===== src/rtl/pixel_fb_writer_if.sv =====
// Rasterizer pixel stream plus framebuffer write handshake, bundled for the writer stage.
interface pixel_fb_writer_if #(
    parameter int CORDW = 8,
    parameter int ADDRW = 15
);
    logic             in_valid;
    logic [CORDW-1:0] in_x;
    logic [CORDW-1:0] in_y;
    logic [23:0]      in_color;
    logic             in_done;
    logic             mem_req;
    logic [ADDRW-1:0] mem_addr;
    logic [15:0]      mem_data;
    logic             mem_ack;

    modport master (
        output in_valid, in_x, in_y, in_color, in_done, mem_ack,
        input  mem_req, mem_addr, mem_data
    );

    modport slave (
        input  in_valid, in_x, in_y, in_color, in_done, mem_ack,
        output mem_req, mem_addr, mem_data
    );
endinterface


===== src/rtl/pixel_fb_writer.sv =====
// Clips, converts and queues rasterizer pixels, then writes them one per req/ack.
// Push-to-req is two edges; the pixel input has no backpressure, so a full FIFO drops and flags overflow.
module pixel_fb_writer #(
    parameter int CORDW = 8,
    parameter int FB_W  = 160,
    parameter int FB_H  = 120,
    parameter int ADDRW = 15,
    parameter int DEPTH = 16
) (
    input  logic               clk,
    input  logic               rst,
    pixel_fb_writer_if.slave   bus,
    input  logic               clear_stats,
    output logic               busy,
    output logic               frame_done,
    output logic               overflow,
    output logic [15:0]        pix_count,
    output logic [15:0]        clip_count
);
    localparam int AW = $clog2(DEPTH);
    localparam int EW = ADDRW + 16;
    localparam logic [CORDW:0]   FB_W_C = (CORDW+1)'(FB_W);
    localparam logic [CORDW:0]   FB_H_C = (CORDW+1)'(FB_H);
    localparam logic [ADDRW-1:0] FB_W_A = ADDRW'(FB_W);
    localparam logic [AW:0]      FULL_C = (AW+1)'(DEPTH);

    typedef enum logic {IDLE, REQ} state_t;

    state_t           state, state_nxt;
    logic [EW-1:0]    fifo_mem [DEPTH];
    logic [AW-1:0]    wr_ptr, rd_ptr;
    logic [AW:0]      count;
    logic             empty, full, in_range, push, pop;
    logic [ADDRW-1:0] addr_calc;
    logic [15:0]      rgb565;
    logic             done_d, done_rise, done_pending;

    assign in_range  = ({1'b0, bus.in_x} < FB_W_C) && ({1'b0, bus.in_y} < FB_H_C);
    assign addr_calc = ADDRW'(bus.in_y) * FB_W_A + ADDRW'(bus.in_x);
    assign rgb565    = {bus.in_color[23:19], bus.in_color[15:10], bus.in_color[7:3]};
    assign empty     = (count == '0);
    assign full      = (count == FULL_C);
    // Fullness is judged on the start-of-cycle count, so a same-cycle pop does not rescue the pixel.
    assign push      = bus.in_valid && in_range && !full;
    assign done_rise = bus.in_done && !done_d;

    assign bus.mem_req = (state == REQ);
    assign busy        = !empty || (state == REQ) || done_pending;

    always_comb begin
        state_nxt = state;
        pop       = 1'b0;
        case (state)
            IDLE: begin
                if (!empty) begin
                    pop       = 1'b1;
                    state_nxt = REQ;
                end
            end
            REQ: begin
                if (bus.mem_ack) begin
                    if (!empty) pop = 1'b1;
                    else        state_nxt = IDLE;
                end
            end
            default: state_nxt = IDLE;
        endcase
    end

    always_ff @(posedge clk) begin
        if (push) fifo_mem[wr_ptr] <= {addr_calc, rgb565};
    end

    always_ff @(posedge clk) begin
        if (rst) begin
            state        <= IDLE;
            wr_ptr       <= '0;
            rd_ptr       <= '0;
            count        <= '0;
            bus.mem_addr <= '0;
            bus.mem_data <= '0;
        end else begin
            state <= state_nxt;
            if (push) wr_ptr <= wr_ptr + 1'b1;
            if (pop) begin
                rd_ptr <= rd_ptr + 1'b1;
                {bus.mem_addr, bus.mem_data} <= fifo_mem[rd_ptr];
            end
            case ({push, pop})
                2'b10:   count <= count + 1'b1;
                2'b01:   count <= count - 1'b1;
                default: count <= count;
            endcase
        end
    end

    always_ff @(posedge clk) begin
        if (rst) begin
            done_d       <= 1'b0;
            done_pending <= 1'b0;
            frame_done   <= 1'b0;
        end else begin
            done_d     <= bus.in_done;
            frame_done <= 1'b0;
            if (done_pending && empty && state == IDLE) begin
                frame_done   <= 1'b1;
                done_pending <= 1'b0;
            end
            // A new rise wins over a same-cycle completion so it is never lost.
            if (done_rise) done_pending <= 1'b1;
        end
    end

    always_ff @(posedge clk) begin
        if (rst || clear_stats) begin
            overflow   <= 1'b0;
            pix_count  <= '0;
            clip_count <= '0;
        end else begin
            if (bus.in_valid && in_range && full) overflow <= 1'b1;
            if (bus.in_valid && !in_range && clip_count != 16'hFFFF)
                clip_count <= clip_count + 16'd1;
            if (state == REQ && bus.mem_ack && pix_count != 16'hFFFF)
                pix_count <= pix_count + 16'd1;
        end
    end
endmodule


===== src/flat_wrapper.sv =====
// flat-port wrapper written by rule: the top's interface ports become plain ports
module pixel_fb_writer_flat 
#(
    parameter int CORDW = 8,
    parameter int FB_W  = 160,
    parameter int FB_H  = 120,
    parameter int ADDRW = 15,
    parameter int DEPTH = 16
)
  (clk, rst, clear_stats, busy, frame_done, overflow, pix_count, clip_count, bus_in_valid, bus_in_x, bus_in_y, bus_in_color, bus_in_done, bus_mem_ack, bus_mem_req, bus_mem_addr, bus_mem_data);
  pixel_fb_writer_if #(.CORDW(CORDW), .ADDRW(ADDRW)) bus_i ();
  input  logic clk;
  input  logic rst;
  input  logic clear_stats;
  output logic busy;
  output logic frame_done;
  output logic overflow;
  output logic [15:0] pix_count;
  output logic [15:0] clip_count;
  input wire logic [$bits(bus_i.in_valid)-1:0] bus_in_valid;
  input wire logic [$bits(bus_i.in_x)-1:0] bus_in_x;
  input wire logic [$bits(bus_i.in_y)-1:0] bus_in_y;
  input wire logic [$bits(bus_i.in_color)-1:0] bus_in_color;
  input wire logic [$bits(bus_i.in_done)-1:0] bus_in_done;
  input wire logic [$bits(bus_i.mem_ack)-1:0] bus_mem_ack;
  output wire logic [$bits(bus_i.mem_req)-1:0] bus_mem_req;
  output wire logic [$bits(bus_i.mem_addr)-1:0] bus_mem_addr;
  output wire logic [$bits(bus_i.mem_data)-1:0] bus_mem_data;
  assign bus_i.in_valid = bus_in_valid;
  assign bus_i.in_x = bus_in_x;
  assign bus_i.in_y = bus_in_y;
  assign bus_i.in_color = bus_in_color;
  assign bus_i.in_done = bus_in_done;
  assign bus_i.mem_ack = bus_mem_ack;
  assign bus_mem_req = bus_i.mem_req;
  assign bus_mem_addr = bus_i.mem_addr;
  assign bus_mem_data = bus_i.mem_data;
  pixel_fb_writer #(.CORDW(CORDW), .FB_W(FB_W), .FB_H(FB_H), .ADDRW(ADDRW), .DEPTH(DEPTH)) u_core (.clk(clk), .rst(rst), .bus(bus_i), .clear_stats(clear_stats), .busy(busy), .frame_done(frame_done), .overflow(overflow), .pix_count(pix_count), .clip_count(clip_count));
endmodule

===== config.mk =====
export PLATFORM = sky130hd
export DESIGN_NAME = pixel_fb_writer_flat
export DESIGN_NICKNAME = d
export VERILOG_FILES = /design/src/rtl/pixel_fb_writer_if.sv /design/src/rtl/pixel_fb_writer.sv /design/src/flat_wrapper.sv
export SDC_FILE = /design/constraint.sdc
export NUM_CORES = 1
export LEC_CHECK = 0
export CORE_UTILIZATION = 54
export CTS_CLUSTER_SIZE = 14
export DETAILED_ROUTE_END_ITERATION = 8
export PLACE_DENSITY = 0.7
export SYNTH_ARGS = -nofsm -noshare
export SYNTH_HDL_FRONTEND = slang
export SYNTH_SLANG_ARGS = --single-unit

===== constraint.sdc =====
create_clock -name clk -period 8 [get_ports clk]
set_input_delay 1.2 -clock clk [delete_from_list [all_inputs] [get_ports clk]]
set_output_delay 1.2 -clock clk [all_outputs]
set_load 0.02 [all_outputs]

==> run_results.csv <==
group,metric,value,unit
yosys,yosysUniqueCellTypes,59,
critical_path,r2r-end,"u_core.count[4]",
cells_and_area,register_area,16530,um2
critical_path,worstSetupStartpointType,"input port",
route,routed-wl-met3,2316,um
global_route,grt_start_max_net_pins,89,
yosys,syn-num-nets,1308,
cells_and_area,multi_input_area,6106,um2
critical_path,r2r_start,"u_core.count[1]",
critical_path,path_cells,"clkdlybuf4s50_1, ha_1, ha_1, fa_1, a211oi_1, nor2_1, xor2_1, nand4_1, xnor2_1",
pwr,switchingPower,2.046,mW
cells_and_area,antenna-diode-count,0,
sta,setup-tns-final,0,ns
route,drc,0,
critical_path,cp_top_family,"XOR/XNOR gates",
pwr,ir_drop,0.0001811,V
die,row_count,75,
yosys,synth_edf_count,496,
sta,drv_slew,0,
clocking,cts_made_buffers,56,
cells_and_area,drive_above_1_share,0.1873,
cells_and_area,final_util,0.6325,
route,highest_layer,"met4",
critical_path,end_kind,"register",
place,port_buffers,104,
critical_path,r2r_slack,4.72,ns
yosys,ys_seq_elements,577,
critical_path,cp_data_required_time,8.22,ns
critical_path,crit_buf_inv,1,
clocking,path_clk_slew,0.06,ns
clocking,clock-sinks,577,
route,wl_met1,20060,um
yosys,synth_area,22870,um2
yosys,yosysWarnings,0,
sta,post-route-period-util,0.5339,
pwr,swShare,0.2599,
critical_path,slowest_stage,"xnor2_1",
die,dieArea,43190,um2
die,initial_utilization,0.5465,
clocking,clock-root-buffer,"clkbuf_16",
status,status,"complete, no violations",
route,dr_total_vias,11688,
route,firstDrtPassIters,5,
global_route,grt_pass1_wl,70460,um
pwr,internal-power,5.826,mW
clocking,hold_buffers,0,
place,place_ws,3.173,ns
pwr,p_comb_frac,0.210,
sta,timing.final.crit_period,4.272,ns
min_path,min_from,"u_core.bus.mem_addr[13]",
clocking,cts_buffer_depth,3,
die,dieHeight,207.8,um
sta,rsz0062_at_grt,"false",
global_route,grtUsageTotal,0.2174,
sta,skew,0.02375,ns
pwr,clkPwrFrac,0.334,
yosys,synthCells,1234,
place,dp_hpwl,24930,um
global_route,grt_pass1_vias,12145,
pwr,p_seq_frac,0.455,
run,max_cap_viol_count,0,
route,wl_per_cell,23.52,um
min_path,worstHoldPathType,"reg2reg",
global_route,grt-ovfl-total,0,
die,design.core.area,41850,um2
pwr,leakagePower,8.270,nW
yosys,synthArstFlopShare,0,
critical_path,r2r_cells,11,
min_path,hold-path-endpoint,"u_core.bus.mem_addr[13]",
sta,hold_violations,0,
place,gp_congestion,0.7689,
sta,maxSlewHeadroom,0.09358,
sta,tightestPinTransition,1.350,ns
clocking,clock_latency,0.61,ns
route,ant_nets,0,
route,met2_length,22280,um
route,vias_per_cell,6.015,
critical_path,max_stage_delay,1.05,ns
sta,fmax,234.1,MHz
clocking,tritoncts,"built",
yosys,avgSynthCellArea,18.54,um2
clocking,cts_resized,0,
cells_and_area,nets,1430,
die,die_w,207.8,um
global_route,grt_antenna_before_repair,0,
route,wl,45690,um
cells_and_area,fillers,2875,
critical_path,cp.arrival,4.49,ns
yosys,synthFlopType,"edfxtp_1",
pwr,power.total,7.872,mW
clocking,post_cts_buffers,0,
critical_path,worstPathMaxFanout,16,
critical_path,cp_common_cell,"ha_1",
cells_and_area,area_growth,15.73,%
sta,final-setup-viol-count,0,
route,drt_iter0_markers,860,
critical_path,crit_type,"in2reg",
pwr,cellPowerDensity,297.4,nW/um2
min_path,hold_depth,1,
sta,setup_ws,3.728,ns
yosys,yosysSeqAreaShare,0.7221,
die,ioPinCount,113,
clocking,h-tree-depth,2,
==> power groups by stage <==
stage | Clock [mW] | Sequential [mW] | Combinational (mW)
after detailed placement | 0 | 3.65 | 1.68
after global routing | 2.80 | 3.61 | 1.79
after CTS | 2.69 | 3.59 | 1.68
after floorplan | 0 | 3.63 | 1.22
final | 2.63 | 3.59 | 1.66
after global placement | 0 | 3.65 | 1.65
==> cell type report <==
type / count / share of cell area
Multi-Input combinational cell: 577 / 0.2307
Timing Repair Buffer: 130 / 0.04717
Inverter: 14 / 0.001985
Clock buffer: 79 / 0.06003
Sequential cell: 577 / 0.6244
Tap cell: 539 / 0.02548
Clock inverter: 27 / 0.01030
==> cells in the final DEF (no fill, tap or decap), types with 5 or more instances in the layout <==
master and n:
xnor2_1 27, o21ai_0 9, nor2_4 13, a21oi_1 50, bufinv_16 5, clkdlybuf4s50_1 104
clkinv_1 10, clkbuf_16 57, and4_1 5, nand2_1 29, nor2_1 42, nor3_1 8
nand2b_1 6, clkbuf_8 8, dfxtp_1 77, clkbuf_1 14, inv_1 14, a211oi_1 39
mux2i_1 34, nand4_1 9, edfxtp_1 496, a22o_1 31, xor2_1 13, nor2b_1 34
or3_1 7, buf_4 25, ha_1 26, nand3_1 12, mux4_2 124, o21ai_1 6
==> kinds of logic (layout without fill, tap and decap cells) <==
| family | count (synthesis) | in the layout | share of synthesized area |
|---|---|---|---|
| buffers and inverters | 80 | 250 | 0.01647 |
| and+or+nand+nor | 189 | 189 | 0.04360 |
| DFF | 577 | 577 | 0.7221 |
| adders and majority gates | 28 | 28 | 0.01597 |
| muxes | 159 | 159 | 0.1375 |
| AOI/OAI and AO/OA | 161 | 161 | 0.04912 |
| xor gates and xnor gates | 40 | 40 | 0.01532 |
==> flip-flops by register name, indices dropped and copies added, names as in the netlist, 4 cells and up <==
register             count
u_core.count             5
u_core.rd_ptr            4
u_core.pix_count        16
u_core.wr_ptr            4
u_core.bus.mem_data     16
u_core.bus.mem_addr     15
u_core.fifo_mem        496
u_core.clip_count       16
==> cells in the mapped netlist, types with 4 or more instances <==
library cell | count | share of area
buf_4 | 5 | 0.0016
nand2b_1 | 6 | 0.0016
buf_2 | 16 | 0.0035
o21ai_1 | 6 | 0.0013
a21oi_1 | 50 | 0.011
xnor2_1 | 27 | 0.010
nand2_1 | 29 | 0.0048
buf_1 | 8 | 0.0013
nand3_1 | 12 | 0.0026
o21ai_0 | 9 | 0.0020
clkbuf_1 | 32 | 0.0053
inv_1 | 14 | 0.0023
dfxtp_1 | 81 | 0.071
a22o_1 | 31 | 0.012
nor2b_1 | 35 | 0.0096
edfxtp_1 | 496 | 0.65
nor2_1 | 55 | 0.0090
xor2_1 | 13 | 0.0050
nand4_1 | 9 | 0.0025
buf_6 | 5 | 0.0025
a211oi_1 | 39 | 0.013
or3_1 | 7 | 0.0019
ha_1 | 26 | 0.014
mux2i_1 | 34 | 0.015
and4_1 | 5 | 0.0019
nor3_1 | 12 | 0.0026
o21a_1 | 4 | 0.0013
mux4_2 | 124 | 0.12
==> per-stage QoR <==
stage | instances | instance area, um2 | hold slack (ns)
after floorplan | 1234 | 22870 | 0.4534
after global placement | 1837 | 24610 | 0.4529
after detailed placement | 1837 | 24610 | 0.4609
after CTS | 1943 | 26470 | 0.4772
after global routing | 1943 | 26470 | 0.4917
final | 1943 | 26470 | 0.4769
==> worst register-to-register path, stage by stage (launching register included) <==
cell       delay [ns]
dfxtp_1          0.52
nor4_4           0.14
a2111oi_4        0.59
inv_1            0.19
ha_1             0.34
xor2_1           0.19
ha_1             0.24
o21a_1           0.17
o21ai_0          0.15
nand2b_1         0.07
a211oi_1         0.25
mux2_1           0.34
==> layer usage <==
metal  global-route usage  vias up
met1               0.3061     6079
met3              0.03419       65
li1                     -     5235
met4              0.06871        0
met2               0.3527      309
met5                    0        -
==> worst max-delay path by stage <==
stage,startpoint,endpoint,slack (ns),cells past startpoint
floorplan,bus_in_y[3],u_core.fifo_mem[3][0],3.27,4
global route,bus_in_y[3],u_core.fifo_mem[7][30],3.54,8
CTS,bus_in_y[3],u_core.fifo_mem[7][30],3.80,9
detailed placement,bus_in_y[3],u_core.fifo_mem[6][30],3.17,9
finish,bus_in_y[1],u_core.fifo_mem[7][30],3.73,9
global placement,bus_in_y[1],u_core.fifo_mem[4][30],3.27,9
Note: power is estimated with default switching activity, not from simulation.
